--- src/rtl/led_pwm_pkg.sv ---
// Shared constants and field layout for the PIO-driven LED controller.
// Each LED takes one byte of the PIO word: {mode[1:0], level[5:0]}.
package led_pwm_pkg;

    localparam int FIELD_W   = 8;
    localparam int LEVEL_W   = 6;
    localparam int NUM_LEDS  = 4;
    localparam int MS_CNT_W  = 14;
    localparam int PWM_CNT_W = 6;

    localparam logic [1:0] MODE_OFF   = 2'b00;
    localparam logic [1:0] MODE_ON    = 2'b01;
    localparam logic [1:0] MODE_BLINK = 2'b10;
    localparam logic [1:0] MODE_PWM   = 2'b11;

    typedef struct packed {
        logic [1:0]         mode;
        logic [LEVEL_W-1:0] level;
    } led_field_t;

    // Bit of ms_cnt whose value is the blink phase: half-period 2^(6+sel) ms.
    function automatic logic [3:0] blink_bit(input logic [LEVEL_W-1:0] level);
        return 4'd6 + {1'b0, level[2:0]};
    endfunction

endpackage

--- src/rtl/led_pwm_channel.sv ---
// One LED's combinational on/off decision from its config byte and the shared counters.
// Lamp test overrides every mode.
module led_pwm_channel
    import led_pwm_pkg::*;
(
    input  logic [FIELD_W-1:0]   field,
    input  logic [PWM_CNT_W-1:0] pwm_cnt,
    input  logic [MS_CNT_W-1:0]  ms_cnt,
    input  logic                 lamp,
    output logic                 on
);

    led_field_t cfg;
    assign cfg = led_field_t'(field);

    always_comb begin
        on = 1'b0;
        case (cfg.mode)
            MODE_OFF:   on = 1'b0;
            MODE_ON:    on = 1'b1;
            MODE_BLINK: on = ms_cnt[blink_bit(cfg.level)];
            // Level 63 still leaves one dark tick; full brightness is MODE_ON.
            MODE_PWM:   on = (pwm_cnt < cfg.level);
            default:    on = 1'b0;
        endcase
        if (lamp) begin
            on = 1'b1;
        end
    end

endmodule

--- src/rtl/led_pwm_ctrl.sv ---
// Drives the board LEDs from the PIO word with off/on/blink/PWM per LED.
// Configuration is adopted only at a PWM period boundary so outputs never glitch.
module led_pwm_ctrl
    import led_pwm_pkg::*;
#(
    parameter int   PRESCALE       = 100,
    parameter int   MS_DIV         = 100000,
    parameter logic LED_ACTIVE_LOW = 1'b0
) (
    input  logic                  FPGA_CLKIN_100M,
    input  logic                  FPGA_RESETn,
    input  logic [31:0]           po_in,
    input  logic                  lamp_test,
    output logic [NUM_LEDS-1:0]   led_o,
    output logic [31:0]           cfg_active
);

    localparam int PRE_W = $clog2(PRESCALE);
    localparam int MS_W  = $clog2(MS_DIV);
    localparam logic [PRE_W-1:0] PRE_MAX = PRE_W'(PRESCALE - 1);
    localparam logic [MS_W-1:0]  MS_MAX  = MS_W'(MS_DIV - 1);
    localparam logic [NUM_LEDS-1:0] LED_OFF_LEVEL = {NUM_LEDS{LED_ACTIVE_LOW}};

    logic [31:0]           po_q;
    logic [PRE_W-1:0]      pre_cnt;
    logic [PWM_CNT_W-1:0]  pwm_cnt;
    logic [MS_W-1:0]       ms_pre;
    logic [MS_CNT_W-1:0]   ms_cnt;
    logic                  lamp_meta;
    logic                  lamp_sync;
    logic                  pwm_tick;
    logic                  period_end;
    logic [NUM_LEDS-1:0]   led_on;

    assign pwm_tick   = (pre_cnt == PRE_MAX);
    assign period_end = pwm_tick && (pwm_cnt == {PWM_CNT_W{1'b1}});

    always_ff @(posedge FPGA_CLKIN_100M or negedge FPGA_RESETn) begin
        if (!FPGA_RESETn) begin
            po_q       <= '0;
            cfg_active <= '0;
        end else begin
            po_q <= po_in;
            if (period_end) begin
                cfg_active <= po_q;
            end
        end
    end

    always_ff @(posedge FPGA_CLKIN_100M or negedge FPGA_RESETn) begin
        if (!FPGA_RESETn) begin
            pre_cnt <= '0;
            pwm_cnt <= '0;
        end else begin
            pre_cnt <= pwm_tick ? '0 : pre_cnt + 1'b1;
            if (pwm_tick) begin
                pwm_cnt <= pwm_cnt + 1'b1;
            end
        end
    end

    // Blink time base runs independently of the PWM period.
    always_ff @(posedge FPGA_CLKIN_100M or negedge FPGA_RESETn) begin
        if (!FPGA_RESETn) begin
            ms_pre <= '0;
            ms_cnt <= '0;
        end else if (ms_pre == MS_MAX) begin
            ms_pre <= '0;
            ms_cnt <= ms_cnt + 1'b1;
        end else begin
            ms_pre <= ms_pre + 1'b1;
        end
    end

    always_ff @(posedge FPGA_CLKIN_100M or negedge FPGA_RESETn) begin
        if (!FPGA_RESETn) begin
            lamp_meta <= 1'b0;
            lamp_sync <= 1'b0;
        end else begin
            lamp_meta <= lamp_test;
            lamp_sync <= lamp_meta;
        end
    end

    genvar gi;
    generate
        for (gi = 0; gi < NUM_LEDS; gi++) begin : g_chan
            led_pwm_channel u_chan (
                .field   (cfg_active[gi*FIELD_W +: FIELD_W]),
                .pwm_cnt (pwm_cnt),
                .ms_cnt  (ms_cnt),
                .lamp    (lamp_sync),
                .on      (led_on[gi])
            );
        end
    endgenerate

    always_ff @(posedge FPGA_CLKIN_100M or negedge FPGA_RESETn) begin
        if (!FPGA_RESETn) begin
            led_o <= LED_OFF_LEVEL;
        end else begin
            led_o <= led_on ^ LED_OFF_LEVEL;
        end
    end

endmodule

--- config.mk ---
export PLATFORM = sky130hd
export DESIGN_NAME = led_pwm_ctrl
export DESIGN_NICKNAME = d
export VERILOG_FILES = /design/src/rtl/led_pwm_pkg.sv /design/src/rtl/led_pwm_channel.sv /design/src/rtl/led_pwm_ctrl.sv
export SDC_FILE = /design/constraint.sdc
export NUM_CORES = 1
export LEC_CHECK = 0
export ABC_AREA = 1
export CAP_MARGIN = 20
export CORE_MARGIN = 5
export CORE_UTILIZATION = 30
export DETAILED_ROUTE_END_ITERATION = 16
export GPL_ROUTABILITY_DRIVEN = 0
export SYNTH_ARGS = -nofsm -noshare
export SYNTH_HDL_FRONTEND = slang
export SYNTH_HIERARCHICAL = 1
export SYNTH_SLANG_ARGS = --single-unit
--- constraint.sdc ---
create_clock -name FPGA_CLKIN_100M -period 3.4 [get_ports FPGA_CLKIN_100M]
set_input_delay 0.68 -clock FPGA_CLKIN_100M [delete_from_list [all_inputs] [get_ports FPGA_CLKIN_100M]]
set_output_delay 0.68 -clock FPGA_CLKIN_100M [all_outputs]
set_load 0.02 [all_outputs]
==> results of run 1 <==
cells in the final DEF (no fill, tap or decap), types with 5 or more instances in the layout:
cell type and n:
a21oi_1 11, clkbuf_16 17, clkdlybuf4s50_1 69, clkinv_4 5, dfrtp_1 114, ha_1 28, inv_1 131, nand2_1 281
nand3_1 84, nand4_1 6, nor2_1 62, nor3_1 9, o21ai_0 16, xnor2_1 5, xor2_1 12
worst paths after layout:
check / to / slack [ps] / cells after the start
setup / recovery: cfg_active[16] / 1040 / 1
hold / removal: ms_pre[14] / 320 / 1
setup reg to reg: cfg_active[14] / 1380 / 6
hold reg to reg: lamp_sync / 350 / 0
max in group asynchronous: cfg_active[19] / 2350 / 2
min in group FPGA_CLKIN_100M: lamp_sync / 350 / 0
kinds of logic after synthesis:
logic type      count (synthesis)  synth area share, %
simple gates                  459                 31.6
buf+inv                       151                 10.8
xor+xnor                       17                 2.44
flops                         114                 46.7
compound gates                 31                 2.71
fa+ha+maj                      28                 5.74
layout make-up:
type	count	area share, %
Sequential cell	114	37.4
Multi-Input combinational cell	535	34.0
Timing Repair Buffer	74	9.71
Inverter	135	6.64
Clock buffer	17	5.58
Tap cell	270	4.43
Clock inverter	15	2.28
Yosys cell counts:
cell / number
nand3_2: 2
nand3b_1: 3
nor2_4: 1
xnor2_1: 5
buf_6: 11
nor3_1: 9
nor3_4: 1
nand2_1: 281
inv_2: 4
ha_1: 28
nand3_1: 84
nor2_2: 3
o21ai_0: 16
or2_2: 1
nor2_1: 62
inv_1: 131
nand2_4: 1
buf_4: 1
dfrtp_1: 114
a21o_1: 4
buf_2: 4
nand2_2: 1
a21oi_1: 11
or2_0: 4
nand4_1: 6
xor2_1: 12
per-layer routing:
metal  up-vias  wire length, um  GRT usage, %
li1       2613                -             -
met1      2257             6710          17.1
met2       101             6430          20.1
met3        12              744          3.86
met4         0              142          3.52
met5         -                0             0
where the power goes:
group / internal, uW / switching, uW
Sequential: 1380 / 7.90
Clock: 1100 / 704
Combinational: 41.5 / 36.8
Total: 2520 / 748
registers in the layout, summed over array words and instances, names as in the netlist:
signal and flops:
po_q 32, pwm_cnt 6, led_o 4, lamp_sync 1, ms_cnt 14, lamp_meta 1
pre_cnt 7, ms_pre 17, cfg_active 32
stage by stage:
step / cells / power [uW] / worst slack, ps / hold slack [ps]
after floorplan: 800 / 1410 / 1900 / 331
after global placement: 1128 / 1490 / 1430 / 333
after detailed placement: 1128 / 1490 / 1380 / 342
after CTS: 1160 / 3320 / 1020 / 347
after global routing: 1160 / 3400 / 956 / 364
final: 1160 / 3270 / 1040 / 320
==> qor.csv, run 1 <==
stage,metric,value,unit
yosys,syn avg cell area,7.63,um2
worst_setup_path,CP startpoint,cfg_active[16],
worst_setup_path,Worst setup SP type,flip-flop,
route,Via Count,4983,
timing,Final Setup Violations,0,
layout,final core utilization,38.0,%
clocking,Root Driver,clkbuf_16,
yosys,Mapped Area,0.00610,mm2
timing,Tcrit/Tclk final,69.5,%
route,final wirelength,14000,um
route,Via density,4.30,
timing,RSZ-0062 raised after global routing,false,
yosys,"flops & latches, synth",114,
timing,Rel. slew slack,49.5,%
timing,Slew @ Worst Pin,758,ps
yosys,YS warnings,6,
timing,"Min Clock Period, post-route",2360,ps
worst_setup_path,Worst path slowest cell,clkdlybuf4s50_1,
die,core box area,0.0201,mm2
clocking,later-pin clock latency in the skew report,420,ps
placed_design,hpwl dp,9800,um
global_route,vias in the first global route,4921,
timing,fin. max-slew vios,0,
global_route,initial antenna violation count,0,
die,Die H,153,um
worst_setup_path,Reg2Reg Launch Point,pwm_cnt[1],
clocking,Hold Buf Count CTS,0,
yosys,dominant cell type by area after synthesis,dfrtp_1,
yosys,largest cells by area after synthesis,"dfrtp_1, nand2_1, inv_1, nand3_1, ha_1",
placed_design,Post-DP Area,0.00703,mm2
worst_setup_path,count of buffer and inverter cells on the critical path,1,
worst_setup_path,Crit Path Class,reg -> out,
route,Initial DRT Pass Iterations,4,
worst_setup_path,crit end category,output port,
run_status,status,completed,
worst_hold_path,worst hold path type,in -> async,
die,number of cell rows,52,
timing,fmax,0.423,GHz
placed_design,port bufs,70,
yosys,register area share after synthesis,46.7,%
layout,area growth from synthesis to layout,25.0,%
power_and_ir_drop,peak supply drop,295,uV
power_and_ir_drop,Leak Pwr,0.00373,uW
timing,final hold violation count,0,
timing,Max Clock Skew,10.8,ps
global_route,Total GRT Usage,12.8,%
worst_setup_path,"Cell Chain, Critical Path",clkdlybuf4s50_1,
yosys,syn_nets,863,
job,number of max-cap violations,0,
die,die area,0.0233,mm2
layout,FILL cells,2046,
clocking,TritonCTS clock tree,built,
layout,multi-input logic area,0.00259,mm2
route,DRC,0,
clocking,cts bufs inserted,17,
global_route,Congestion Overflow GR,0,
clocking,CTS max path bufs,2,
clocking,"Clk pin slew, worst setup/hold paths",60,ps
route,DR iter-0 viols,272,
yosys,Synth top area share,46.7,%
worst_setup_path,critical path data arrival time,1680,ps
global_route,largest net degree at the start of global routing,57,
layout,# nets final,940,
layout,Sequential Area,0.00285,mm2
clocking,Sink Count,114,
route,Final ANT Viol Nets,0,
yosys,Gate Count Post-Synth,800,
layout,Antenna Cells,0,
clocking,Post-CTS Setup Inserts,0,
worst_setup_path,"CP delay by family, top",buffers and inverters,
global_route,first-pass GRT wire length,24400,um
yosys,Cell variety after synth,26,
route,Wirelength per Cell,12.1,um
clocking,Resized Gates After CTS,0,
die,initial core utilization,30.4,%
worst_setup_path,Crit path largest cell delay,690,ps
worst_setup_path,CP Max Fanout,11,
timing,TNS Setup,0,ps
power_and_ir_drop,PD cells,429,mW/mm2
die,I/O pin count,71,
clocking,# H-tree levels,4,
worst_setup_path,Worst EP required,2720,ps
layout,Finished Cell Area,0.00763,mm2
die,die extent in x,153,um
layout,share of cells above drive strength 1,5.73,%
No activity file was read; power rests on OpenSTA's default activity.
==> inputs of run 2 (changes only) <==
- clock period: 3.4 -> 2.4 ns (I/O delays scaled with it)
==> run 2 against run 1 <==
Compared with the run above:
- register-to-register slack got worse by 680 ps
- sequential share of layout area about the same
- worst setup slack got worse by 790 ps
- via count increased by 1.2%
- first-iteration DRC count decreased by 5.5%
- critical path type unchanged
- critical path depth unchanged
- largest cell class unchanged
==> qor.csv, run 2 (synthesized netlist as in run 1, its figures left out) <==
stage,metric,value,unit
run_status,status,completed,
route,final wirelength,14000,um
clocking,Post-CTS Setup Inserts,0,
route,Wirelength per Cell,12.1,um
die,die area,0.0233,mm2
die,die extent in x,153,um
timing,RSZ-0062 raised after global routing,false,
layout,Sequential Area,0.00285,mm2
power_and_ir_drop,PD cells,600,mW/mm2
timing,Rel. slew slack,66.9,%
global_route,met3 usage,3.72,%
route,DR iter-0 viols,257,
die,I/O pin count,71,
route,Via Count,5045,
power_and_ir_drop,peak supply drop,476,uV
layout,area growth from synthesis to layout,25.2,%
worst_setup_path,Crit path largest cell delay,680,ps
global_route,Total GRT Usage,12.4,%
worst_setup_path,critical path data arrival time,1670,ps
timing,Max Clock Skew,11.5,ps
layout,Antenna Cells,0,
worst_setup_path,Worst EP required,1920,ps
layout,# nets final,943,
worst_setup_path,Crit Path Class,reg -> out,
clocking,later-pin clock latency in the skew report,420,ps
timing,Tcrit/Tclk final,89.6,%
clocking,Sink Count,114,
worst_setup_path,crit end category,output port,
die,initial core utilization,30.4,%
timing,fin. max-slew vios,0,
clocking,CTS max path bufs,2,
timing,Final Setup Violations,0,
die,core box area,0.0201,mm2
job,number of max-cap violations,0,
global_route,M1 GR Usage,15.5,%
clocking,# H-tree levels,4,
worst_setup_path,count of buffer and inverter cells on the critical path,1,
clocking,cts bufs inserted,17,
clocking,TritonCTS clock tree,built,
timing,Slew @ Worst Pin,497,ps
timing,fmax,0.465,GHz
layout,"most common cell after layout, fill and taps aside",nand2_1,
power_and_ir_drop,Leak Pwr,0.00374,uW
placed_design,Setup WS pre-CTS,681,ps
worst_setup_path,WP depth,1,
timing,"Min Clock Period, post-route",2150,ps
timing,fin worst setup slack,251,ps
timing,final hold violation count,0,
global_route,first-pass GRT wire length,23600,um
clocking,Hold Buf Count CTS,0,
worst_setup_path,Worst setup SP type,flip-flop,
layout,Largest regs,"cfg_active (32), po_q (32), ms_pre (17)",
clocking,Root Driver,clkbuf_16,
worst_setup_path,"CP delay by family, top",buffers and inverters,
worst_setup_path,Worst path slowest cell,clkdlybuf4s50_1,
global_route,layer with the highest usage,met2,
worst_setup_path,CP Max Fanout,11,
route,Final ANT Viol Nets,0,
layout,multi-input logic area,0.00259,mm2
die,number of cell rows,52,
global_route,largest net degree at the start of global routing,46,
worst_setup_path,"Cell Chain, Critical Path",clkdlybuf4s50_1,
route,Via density,4.34,
timing,TNS Setup,0,ps
route,Initial DRT Pass Iterations,4,
worst_hold_path,worst hold path type,in -> async,
layout,share of cells above drive strength 1,5.94,%
power_and_ir_drop,total power,4580,uW
clocking,Resized Gates After CTS,0,
global_route,GR Util met2,20.4,%
route,DRC,0,
layout,"commonest non-fill, non-tap cells in the layout","nand2_1, inv_1, dfrtp_1, nand3_1, clkdlybuf4s50_1",
placed_design,port bufs,70,
die,Die H,153,um
global_route,initial antenna violation count,0,
global_route,vias in the first global route,4849,
global_route,Congestion Overflow GR,0,
clocking,"Clk pin slew, worst setup/hold paths",60,ps
layout,FILL cells,2040,
worst_setup_path,Worst Reg-to-Reg Cells,6,
placed_design,hpwl dp,9880,um
[run 2: path summary, 6_finish.rpt]
kind,start,to,slack [ps]
hold reg to reg,lamp_meta,lamp_sync,350
max in group asynchronous,FPGA_RESETn,cfg_active[10],1710
min in group FPGA_CLKIN_100M,lamp_meta,lamp_sync,350
hold / removal,FPGA_RESETn,ms_cnt[1],40
setup reg to reg,pwm_cnt[1],cfg_active[23],700
setup / recovery,cfg_active[8],cfg_active[8],250
[run 2: final cells by class]
cell class,instances,share of cell area (%)
Tap cell,270,4.42
Clock inverter,12,1.75
Timing Repair Buffer,77,9.99
Clock buffer,19,5.93
Multi-Input combinational cell,535,33.9
Sequential cell,114,37.3
Inverter,135,6.63
[run 2: power by group]
part           internal (uW)  switching, uW
registers               1960           10.1
clock network           1580            927
logic                   59.8           51.4
total                   3590            989
[run 2: per-layer routing]
layer / wire length, um / share of wire (%)
met1: 6460 / 46
met2: 6740 / 48
met3: 673 / 4.8
met4: 163 / 1.2
met5: 0 / 0
[run 2: stage by stage]
step	hold WS [ps]	utilization (%)	area [um2]	instances
2_1_floorplan	184	-	6100	800
4_1_cts	42.1	38.0	7640	1162
3_5_place_dp	339	35.1	7050	1131
3_3_place_gp	336	35.1	7050	1131
6_report	36.3	38.0	7640	1162
5_1_grt	62.3	38.0	7640	1162
==> inputs of run 3 (changes only) <==
- CTS_BUF_LIST: default -> sky130_fd_sc_hd__clkbuf_2
==> run 3 against run 2 <==
Compared with the run above:
- routed wire length down 2.1%
- worst hold slack better by 160 ps
- critical path depth unchanged
- critical path type unchanged
- largest cell class unchanged
- clock skew up 20 ps
==> qor.csv, run 3 (synthesized netlist as in run 1, its figures left out) <==
stage,metric,value,unit
layout,"most common cell after layout, fill and taps aside",nand2_1,
route,Via density,4.32,
timing,final hold violation count,0,
worst_setup_path,Crit Path Class,reg -> out,
global_route,M1 GR Usage,15.4,%
global_route,GR Util met2,20.0,%
die,die extent in x,153,um
worst_setup_path,end of the worst register-to-register path,cfg_active[7],
global_route,layer with the highest usage,met2,
global_route,met3 usage,3.86,%
layout,"commonest non-fill, non-tap cells in the layout","nand2_1, inv_1, dfrtp_1, nand3_1, nor2_1",
timing,fin worst setup slack,161,ps
global_route,first-pass GRT wire length,23400,um
layout,# nets final,945,
timing,Final Setup Violations,0,
worst_setup_path,CP startpoint,cfg_active[6],
clocking,later-pin clock latency in the skew report,690,ps
timing,Slew @ Worst Pin,501,ps
worst_setup_path,WP depth,1,
layout,area growth from synthesis to layout,20.0,%
worst_setup_path,Worst Reg-to-Reg Cells,6,
clocking,cts bufs inserted,17,
timing,fin. max-slew vios,0,
clocking,Sink Count,114,
worst_hold_path,worst hold path type,in -> reg,
placed_design,hpwl dp,9880,um
worst_hold_path,beginning of the worst hold path,po_in[3],
placed_design,Setup WS pre-CTS,681,ps
run_status,status,completed,
worst_setup_path,CP endpoint,cfg_active[6],
clocking,"Clk pin slew, worst setup/hold paths",190,ps
worst_setup_path,Worst setup SP type,flip-flop,
route,Final ANT Viol Nets,0,
route,DR iter-0 viols,259,
clocking,# H-tree levels,4,
global_route,Total GRT Usage,12.2,%
worst_setup_path,Worst path slowest cell,clkdlybuf4s50_1,
worst_setup_path,Reg2Reg Launch Point,pwm_cnt[1],
route,Via Count,5028,
worst_setup_path,"CP delay by family, top",buffers and inverters,
die,Die H,153,um
job,number of max-cap violations,0,
layout,Antenna Cells,0,
layout,FILL cells,2075,
timing,"Min Clock Period, post-route",2240,ps
worst_setup_path,"Cell Chain, Critical Path",clkdlybuf4s50_1,
global_route,largest net degree at the start of global routing,46,
route,DRC,0,
worst_setup_path,Crit path largest cell delay,640,ps
route,final wirelength,13700,um
power_and_ir_drop,Leak Pwr,0.00377,uW
worst_setup_path,crit end category,output port,
die,initial core utilization,30.4,%
power_and_ir_drop,peak supply drop,318,uV
timing,RSZ-0062 raised after global routing,false,
route,Wirelength per Cell,11.8,um
timing,fmax,0.447,GHz
global_route,vias in the first global route,4778,
worst_setup_path,CP Max Fanout,4,
timing,Tcrit/Tclk final,93.3,%
layout,Largest regs,"cfg_active (32), po_q (32), ms_pre (17)",
global_route,initial antenna violation count,0,
clocking,CTS max path bufs,2,
timing,TNS Setup,0,ps
timing,Max Clock Skew,31.9,ps
route,Initial DRT Pass Iterations,6,
power_and_ir_drop,PD cells,454,mW/mm2
global_route,Congestion Overflow GR,0,
die,number of cell rows,52,
clocking,Root Driver,clkbuf_2,
die,I/O pin count,71,
clocking,TritonCTS clock tree,built,
worst_setup_path,Worst EP required,1920,ps
placed_design,port bufs,70,
layout,share of cells above drive strength 1,6.49,%
worst_setup_path,count of buffer and inverter cells on the critical path,1,
worst_setup_path,critical path data arrival time,1760,ps
timing,Rel. slew slack,66.6,%
die,die area,0.0233,mm2
worst_setup_path,R2R Setup Slk,690,ps
die,core box area,0.0201,mm2
run 3: cell count changes in the layout (fill, tap and decap cells not counted):
cell             previous run  this run
buf_4                       7         8
clkbuf_16                  17         0
clkbuf_2                    0        17
clkbuf_8                    2         0
clkdlybuf4s50_1            69        58
clkinv_1                    0         2
dfrtp_1                   114       108
dfrtp_2                     0         6
dlygate4sd2_1               0         2
dlygate4sd3_1               0         1
dlymetal6s2s_1              0         9
run 3: cell type report:
cell class / instances / area [um2] / area share, %
Inverter: 135 / 507 / 6.92
Tap cell: 270 / 338 / 4.61
Sequential cell: 114 / 2860 / 39.1
Clock buffer: 17 / 85.1 / 1.16
Multi-Input combinational cell: 535 / 2590 / 35.4
Clock inverter: 14 / 141 / 1.93
Timing Repair Buffer: 79 / 801 / 10.9
run 3: per-stage QoR:
step	util, %	hold WS (ps)	power [uW]	cells	cell area, um2
floorplan	-	184	2000	800	6100
detailed placement	35.1	339	2120	1131	7050
global route	36.4	78.3	3500	1164	7320
CTS	36.3	109	3390	1164	7300
finish	36.4	196	3330	1164	7320
global placement	35.1	336	2120	1131	7050
run 3: worst min path at each step:
stage	end	slack, ps	cells past startpoint
2_1_floorplan	cfg_active[0]	180	0
3_3_place_gp	lamp_sync	340	0
3_5_place_dp	lamp_sync	340	0
4_1_cts	po_q[28]	110	1
5_1_grt	po_q[3]	80	1
6_report	po_q[3]	200	1
run 3: per-layer routing:
metal,share of wire [%],wire [um]
met3,5.6,772
met2,48,6560
met1,46,6320
met4,0.69,95
met5,0,0
run 3: repair_timing:
item / in CTS / in global routing
gates resized for setup: 6 / 11
endpoints found under the setup margin: 4 / 10
pin swaps: 0 / 0
hold buffers: 1 / 0
endpoints found under the hold margin: 33 / 0
buffers inserted: 1 / 0
run 3: power by group:
group / switching, uW / internal (uW) / leakage [uW]
combinational: 51.6 / 60.8 / 0.00217
sequential: 10.2 / 1950 / 0.00147
clock: 785 / 467 / 0.000135
